--- src/rtl/uart_state_cmd_rx.sv ---
// uart_state_cmd_rx: UART receiver and command parser for the VNA switch sequencer.
// Receives ASCII switch commands, decodes them into a 2-bit switch state and
// raises a one-cycle arrival strobe when a CR or LF terminator follows a command.
// Optional build macro: UART_RX_PARITY_EN selects 8E1 framing (default is 8N1).
module uart_state_cmd_rx #(
    parameter int CLK_FREQ = 50_000_000,
    parameter int BAUD     = 115_200
) (
    input  logic       Clk,
    input  logic       Rst_n,
    input  logic       uart_rx,
    output logic [1:0] new_state,
    output logic       new_state_arrived,
    output logic       cmd_err,
    output logic       frame_err,
    output logic       rx_busy
);

    localparam int CLKS_PER_BIT = CLK_FREQ / BAUD;
    localparam int CNT_W        = $clog2(CLKS_PER_BIT) + 1;
    localparam logic [CNT_W-1:0] BIT_LAST  = CNT_W'(CLKS_PER_BIT - 1);
    localparam logic [CNT_W-1:0] HALF_LAST = CNT_W'(CLKS_PER_BIT / 2 - 1);

`ifdef UART_RX_PARITY_EN
    typedef enum logic [2:0] {IDLE, START, DATA, PARITY, STOP} rxState_e;
`else
    typedef enum logic [1:0] {IDLE, START, DATA, STOP} rxState_e;
`endif

    logic             rxMeta_q, rxSync_q, rxPrev_q;
    rxState_e         state_q, state_d;
    logic [CNT_W-1:0] cnt_q, cnt_d;
    logic [2:0]       bitIdx_q, bitIdx_d;
    logic [7:0]       rxByte_q, rxByte_d;
    logic             byteValid_q, byteValid_d;
    logic             frameErr_q, frameErr_d;
    logic             stopGood;
    logic [1:0]       pending_q, pending_d;
    logic             pendV_q, pendV_d;
    logic [1:0]       newState_q, newState_d;
    logic             arrived_q, arrived_d;
    logic             cmdErr_q, cmdErr_d;
`ifdef UART_RX_PARITY_EN
    logic             parErr_q, parErr_d;
`endif

    // Two-flop synchroniser for the asynchronous line, plus a delayed copy for edge detection.
    always_ff @(posedge Clk or negedge Rst_n) begin
        if (!Rst_n) begin
            rxMeta_q <= 1'b1;
            rxSync_q <= 1'b1;
            rxPrev_q <= 1'b1;
        end else begin
            rxMeta_q <= uart_rx;
            rxSync_q <= rxMeta_q;
            rxPrev_q <= rxSync_q;
        end
    end

`ifdef UART_RX_PARITY_EN
    assign stopGood = rxSync_q && !parErr_q;
`else
    assign stopGood = rxSync_q;
`endif

    // Receiver next-state logic: mid-bit sampling of start, data, optional parity and stop bits.
    always_comb begin
        state_d     = state_q;
        cnt_d       = cnt_q + CNT_W'(1);
        bitIdx_d    = bitIdx_q;
        rxByte_d    = rxByte_q;
        byteValid_d = 1'b0;
        frameErr_d  = 1'b0;
`ifdef UART_RX_PARITY_EN
        parErr_d    = parErr_q;
`endif
        case (state_q)
            IDLE: begin
                cnt_d = '0;
                if (rxPrev_q && !rxSync_q) begin
                    state_d  = START;
                    bitIdx_d = 3'd0;
                end
            end
            START: begin
                if (cnt_q == HALF_LAST) begin
                    cnt_d   = '0;
                    state_d = rxSync_q ? IDLE : DATA;
                end
            end
            DATA: begin
                if (cnt_q == BIT_LAST) begin
                    cnt_d    = '0;
                    rxByte_d = {rxSync_q, rxByte_q[7:1]};
                    bitIdx_d = bitIdx_q + 3'd1;
                    if (bitIdx_q == 3'd7) begin
`ifdef UART_RX_PARITY_EN
                        state_d = PARITY;
`else
                        state_d = STOP;
`endif
                    end
                end
            end
`ifdef UART_RX_PARITY_EN
            PARITY: begin
                if (cnt_q == BIT_LAST) begin
                    cnt_d    = '0;
                    parErr_d = (^rxByte_q) ^ rxSync_q;
                    state_d  = STOP;
                end
            end
`endif
            STOP: begin
                if (cnt_q == BIT_LAST) begin
                    cnt_d   = '0;
                    state_d = IDLE;
                    if (stopGood) begin
                        byteValid_d = 1'b1;
                    end else begin
                        frameErr_d = 1'b1;
                    end
                end
            end
            default: begin
                state_d = IDLE;
                cnt_d   = '0;
            end
        endcase
    end

    // Command parser: a command byte arms the pending state, a terminator publishes it.
    always_comb begin
        pending_d  = pending_q;
        pendV_d    = pendV_q;
        newState_d = newState_q;
        arrived_d  = 1'b0;
        cmdErr_d   = 1'b0;
        if (byteValid_q) begin
            case (rxByte_q)
                8'h30: begin pending_d = 2'd0; pendV_d = 1'b1; end
                8'h31: begin pending_d = 2'd1; pendV_d = 1'b1; end
                8'h32: begin pending_d = 2'd2; pendV_d = 1'b1; end
                8'h52,
                8'h72: begin pending_d = 2'd3; pendV_d = 1'b1; end
                8'h0D,
                8'h0A: begin
                    if (pendV_q) begin
                        newState_d = pending_q;
                        arrived_d  = 1'b1;
                        pendV_d    = 1'b0;
                    end
                end
                default: begin
                    cmdErr_d = 1'b1;
                    pendV_d  = 1'b0;
                end
            endcase
        end
    end

    // State register for receiver and parser; reset drops any partial frame and pending command.
    always_ff @(posedge Clk or negedge Rst_n) begin
        if (!Rst_n) begin
            state_q     <= IDLE;
            cnt_q       <= '0;
            bitIdx_q    <= 3'd0;
            rxByte_q    <= 8'h00;
            byteValid_q <= 1'b0;
            frameErr_q  <= 1'b0;
            pending_q   <= 2'd0;
            pendV_q     <= 1'b0;
            newState_q  <= 2'd0;
            arrived_q   <= 1'b0;
            cmdErr_q    <= 1'b0;
`ifdef UART_RX_PARITY_EN
            parErr_q    <= 1'b0;
`endif
        end else begin
            state_q     <= state_d;
            cnt_q       <= cnt_d;
            bitIdx_q    <= bitIdx_d;
            rxByte_q    <= rxByte_d;
            byteValid_q <= byteValid_d;
            frameErr_q  <= frameErr_d;
            pending_q   <= pending_d;
            pendV_q     <= pendV_d;
            newState_q  <= newState_d;
            arrived_q   <= arrived_d;
            cmdErr_q    <= cmdErr_d;
`ifdef UART_RX_PARITY_EN
            parErr_q    <= parErr_d;
`endif
        end
    end

    assign new_state         = newState_q;
    assign new_state_arrived = arrived_q;
    assign cmd_err           = cmdErr_q;
    assign frame_err         = frameErr_q;
    assign rx_busy           = (state_q != IDLE);

endmodule

--- config.mk ---
export PLATFORM = sky130hd
export DESIGN_NAME = uart_state_cmd_rx
export DESIGN_NICKNAME = d
export VERILOG_FILES = /design/src/rtl/uart_state_cmd_rx.sv
export SDC_FILE = /design/constraint.sdc
export NUM_CORES = 1
export LEC_CHECK = 0
export CORE_ASPECT_RATIO = 0.75
export CORE_UTILIZATION = 45
export CTS_BUF_LIST = sky130_fd_sc_hd__clkbuf_8
export CTS_CLUSTER_DIAMETER = 200
export CTS_CLUSTER_SIZE = 12
export DETAILED_ROUTE_END_ITERATION = 12
export PLACE_DENSITY = 0.74
export SLEW_MARGIN = 20
export SYNTH_ARGS = -nofsm -noshare
export SYNTH_HDL_FRONTEND = slang
export SYNTH_SLANG_ARGS = --single-unit
--- constraint.sdc ---
create_clock -name Clk -period 2.1 [get_ports Clk]
set_input_delay 0.315 -clock Clk [delete_from_list [all_inputs] [get_ports Clk]]
set_output_delay 0.315 -clock Clk [all_outputs]
set_load 0.01 [all_outputs]
# ---- Word level (Yosys, flattened, before mapping)
# Cells that the tools add are included.
dict set report op_classes {
  muxes 26
  reduce_logical 16
  n_eq_ne 18
  add_sub_neg 2
}
# operator n
set ops {}
lappend ops {{10-bit one-hot mux with 3 select lines} 1}
lappend ops {{8-bit by 6-bit equality test with 1-bit output, second input constant} 3}
lappend ops {{10-bit 2-to-1 mux} 2}
lappend ops {{8-bit by 4-bit equality test with 1-bit output, second input constant} 2}
lappend ops {{8-bit by 7-bit equality test with 1-bit output, second input constant} 2}
lappend ops {{2-bit one-hot mux with 4 select lines} 2}
lappend ops {{1-bit 2-to-1 mux} 12}
lappend ops {{2-bit 2-to-1 mux} 6}
lappend ops {{10-bit by 1-bit adder with 10-bit output, second input constant} 1}
lappend ops {{10-bit by 8-bit equality test with 1-bit output, second input constant} 1}
lappend ops {{10-bit by 9-bit equality test with 1-bit output, second input constant} 1}
lappend ops {{2-bit != test, second input constant} 5}
lappend ops {{7-bit OR reduction} 1}
lappend ops {{3-bit 2-to-1 mux} 2}
lappend ops {{3-bit one-hot mux with 2 select lines} 1}
lappend ops {{3-bit AND reduction} 2}
lappend ops {{2-bit OR reduction} 3}
lappend ops {{5-bit AND reduction} 1}
lappend ops {{5-bit OR reduction} 1}
lappend ops {{2-bit equality test, second input constant} 2}
lappend ops {{2-bit AND reduction} 2}
lappend ops {{2-bit nonzero test} 2}
lappend ops {{4-bit nonzero test} 1}
lappend ops {{3-bit by 1-bit adder with 3-bit output, second input constant} 1}
lappend ops {{5 further kinds} 5}
dict set report word_totals {
  register_bits 35
}

# ---- Depth between registers and ports, before layout
dict set report logic_depth {
  word_depth 4
  mapped_depth 7
}

# ---- Worst setup path before layout
# No wires, ideal clock.
dict set report synth_path {
  path_kind {flip-flop to flip-flop}
  start {reg cnt_q[2]}
  end {reg rxByte_q[5]}
  synth_period_minus_slack_ps 1813
  stages_incl_launch_ff 5
  arrival_ps 1686
  path_slack_ps 287
  path_cell_list {dfrtp_1 -> nand4bb_1 -> nor4_4 -> buf_2 -> mux2_1}
}
dict set report synth_between {
  elab_chain_len 2
}
# item line_no
set synth_rtl {}
lappend synth_rtl {{start: declaration} 32} ;# logic [CNT_W-1:0] cnt_q, cnt_d;
lappend synth_rtl {{start signal: assignment} 181} ;# cnt_q <= cnt_d;
lappend synth_rtl {{10-bit by 9-bit equality test with 1-bit output} 92} ;# if (cnt_q == BIT_LAST) begin
lappend synth_rtl {{2-bit AND reduction (no source line)} -}
lappend synth_rtl {{end signal: assignment} 183} ;# rxByte_q <= rxByte_d;
lappend synth_rtl {{end: declaration} 34} ;# logic [7:0] rxByte_q, rxByte_d;
# Every way passes these cells.
# A chain may end at the register's enable or synchronous reset.

# ---- Final worst setup path
dict set report layout_path {
  start {reg rxByte_q[0]}
  end {reg newState_q[1], in the netlist new_state[1]}
}
dict set report layout_between {
  elab_chain_len 3
  word_cells_on_any_way 4
  cone_classes {eq/ne (2); reduce/logical (2)}
}
# item line_no
set layout_rtl {}
lappend layout_rtl {{8-bit by 4-bit equality test with 1-bit output} 140} ;# case (rxByte_q)
lappend layout_rtl {{2-bit OR reduction *} 140}
lappend layout_rtl {{3-bit AND reduction (no source line) *} -}
lappend layout_rtl {{end signal: assignment} 188} ;# newState_q <= newState_d;
lappend layout_rtl {{end: declaration} 40} ;# logic [1:0] newState_q, newState_d;
# Mark *: on every way between the ends. The rest lies on a longest branch, timed or not.

==> flow_metrics.env <==
export IMPL_cts_hold_buf=0
export IMPL_outcome="finished, violations left"
export IMPL_yosys_top_cells_area="dfrtp_1 50%, dfstp_2 4.9%, ha_1 3.9%"
export IMPL_max_slew_margin_pct=66.7
export IMPL_synth_flop_cell="dfrtp_1"
export IMPL_grtUsageMet2_pct=27.6
export IMPL_reg2reg_slack_ns=0.18
export IMPL_viasPerCell=5.50
export IMPL_overflow=0
export IMPL_cts_tree="done"
export IMPL_netlist_area_leader_share_pct=50.2
export IMPL_fin_util_pct=55.0
export IMPL_root_buffer="clkbuf_8"
export IMPL_hold_path_startpoint="rxMeta_q"
export IMPL_mostFrequentLayoutCells="32 x dfrtp_1, 11 x inv_1, 10 x nor3_1"
export IMPL_gr_usage_all_layers_pct=17.3
export IMPL_busiest_layer="met2"
export IMPL_cp_slowest_cell="a2111oi_2"
export IMPL_drive_gt1_share_pct=14.8
export IMPL_die_area_mm2=0.00379
export IMPL_grtUsageMet1_pct=20.8
export IMPL_crit_type="flop to flop"
export IMPL_startpoint_type="flop"
export IMPL_required_ns=2.27
export IMPL_path_cells="or3b_1, a2111oi_2, nand3_2, mux2_1"
export IMPL_fin_crit_ns=1.92
export IMPL_fp_coreArea_mm2=0.00333
export IMPL_num_nets_final=162
export IMPL_route_detailed_drc=2
export IMPL_synth_edf_count=0
export IMPL_crit_arrival_ns=2.09
export IMPL_drt_first_pass_iters=8
export IMPL_synth_area_mux_share_pct=8.32
export IMPL_synth_xor_area_share_pct=4.40
export IMPL_routabilityCongestion=0.769
export IMPL_path_buf_inv=0
export IMPL_vias=1073
export IMPL_yosysUniqueCellTypes=38
export IMPL_use_met3_pct=7.30
export IMPL_syn2layout_area_growth_pct=15.0
export IMPL_rows=18
export IMPL_cpPeakStageDelay_ns=0.45
export IMPL_synth_nets=146
export IMPL_synth_cells=138
export IMPL_clkTransAtPathRegs_ns=0.07
export IMPL_cts_setup_buffers=0
export IMPL_ys_seq_elements=35
export IMPL_power_density_mw_per_mm2=808
export IMPL_yosysSeqAreaShare_pct=55.2
export IMPL_final_common_cell="dfrtp_1"
export IMPL_worst_path_max_fanout=7
export IMPL_antenna_left=0
export IMPL_vdd_ir_drop_worst_v=0.000482
export IMPL_fin_skew_ns=0.00979
export IMPL_drv_slew=0
export IMPL_crit_start="rxByte_q[0]"
export IMPL_die_y_um=53.5
export IMPL_ios=9
export IMPL_die_w_um=70.7
export IMPL_synth_top_family_by_area="simple AND/OR/NAND/NOR gates"
export IMPL_crit_family="simple AND/OR/NAND/NOR gates"
export IMPL_grt_pass1_vias=990
export IMPL_period_share_pct=91.2
export IMPL_antenna_found_initial=0
export IMPL_end_kind="flop"
export IMPL_num_antenna_cells=0
export IMPL_violations="DRC"
export IMPL_cts_sinks=35
export IMPL_yosysTopAreaCell="dfrtp_1"
export IMPL_cts_buffer_depth=2
export IMPL_leakagePower_nw=0.820
export IMPL_wire_per_inst_um=14.2
export IMPL_post_cts_resized=0
export IMPL_finalHoldViolCount=0
export IMPL_hp_class="flop to flop"
export IMPL_start_util_pct=47.8
export IMPL_yosys_area_share_simple_pct=20.0
export IMPL_maxCapViolations=0
export IMPL_drt_iter0_markers=89
export IMPL_syn_area_per_cell_um2=11.6
export IMPL_numCtsBuffers=5
export IMPL_finalWirelength_um=2760
export IMPL_hpwlAfterDp_um=1900
export IMPL_grt_pass1_wl_um=4620
export IMPL_synth_adder_area_share_pct=3.92
export IMPL_ys_warn_count=0
export IMPL_grt_max_degree=36
export IMPL_ys_async_sr_fraction_pct=100
export IMPL_finalSetupTns_ns=0
export IMPL_setup_viol=0
export IMPL_fmax_ghz=0.522
export IMPL_clock_latency_ns=0.29
export IMPL_worst_slew_pin_slew_ns=0.493
export IMPL_rsz0062_at_grt="no"
export IMPL_synth_compound_area_share_pct=5.02
export IMPL_timing_rr_start="rxByte_q[0]"
export IMPL_htreeDepth=2
export IMPL_syn_area_mm2=0.00159
export IMPL_numPortBuffers=8
-- area by class of cell --
type | count | area [um^2]
repair buffers | 12 | 110
fillers | 284 | 1500
well taps | 40 | 50.0
flip-flops and latches | 35 | 880
clock buffers | 6 | 82.6
clock inverters | 2 | 8.76
multi-input cells | 90 | 664
inverters | 10 | 37.5
-- worst paths after layout --
check	cells after the start	end
worst min register to register	0	rxSync_q
worst max register to register	4	new_state[1]
worst min-delay path	0	rxSync_q
min in group asynchronous	2	cmd_err
max in group asynchronous	2	rxPrev_q
worst max-delay path	4	new_state[1]
-- synthesized netlist by cell type, types with 3 or more instances --
cell and count:
nand4_1 3, a21oi_1 3, nand3_1 8, dfstp_2 3
nor3_1 10, mux2_2 5, inv_1 10, nand2_1 7
xnor2_1 7, dfrtp_1 32, o21ai_1 3, ha_1 5
mux2_1 5, nor2_1 6
-- where the power goes --
group	internal (mW)	switching [mW]	leakage, nW
Sequential	0.729	0.0654	0.468
Combinational	0.0938	0.106	0.300
Clock	0.259	0.229	0.0524
-- worst reg2reg max path: stages (launching register included) --
cell and delay, ns:
dfrtp_1 0.44, or3b_1 0.42, a2111oi_2 0.45, nand3_2 0.16, mux2_1 0.33
-- flip-flops by register name, summed over array words and instances (netlist names), 2 cells and up, named ones only --
signal,count
cnt_q,10
rxByte_q,8
bitIdx_q,3
new_state,2
pending_q,2
-- layer usage --
layer / vias to the layer above / wire length, um / share of wire, %
li1: 514 / - / -
met1: 518 / 1290 / 47
met2: 33 / 1290 / 47
met3: 8 / 148 / 5.4
met4: 0 / 38 / 1.4
met5: - / 0 / 0
-- per-stage QoR --
stage / area [um^2] / hold WS [ns] / worst slack [ns] / total power, mW / std cells
floorplan: 1590 / 0.0194 / 0.287 / 0.937 / 138
global placement: 1740 / 0.349 / 0.259 / 0.994 / 187
detailed placement: 1740 / 0.348 / 0.220 / 1.01 / 187
CTS: 1830 / 0.361 / 0.185 / 1.50 / 195
global route: 1830 / 0.367 / 0.0417 / 1.57 / 195
finish: 1830 / 0.358 / 0.184 / 1.48 / 195
-- cells by family after synthesis --
family	count (synthesis)
simple gates	53
flops	35
buf+inv	13
compound gates	12
mux	12
xor+xnor	8
fa+ha+maj	5
Note: power is estimated with default switching activity, not from simulation.
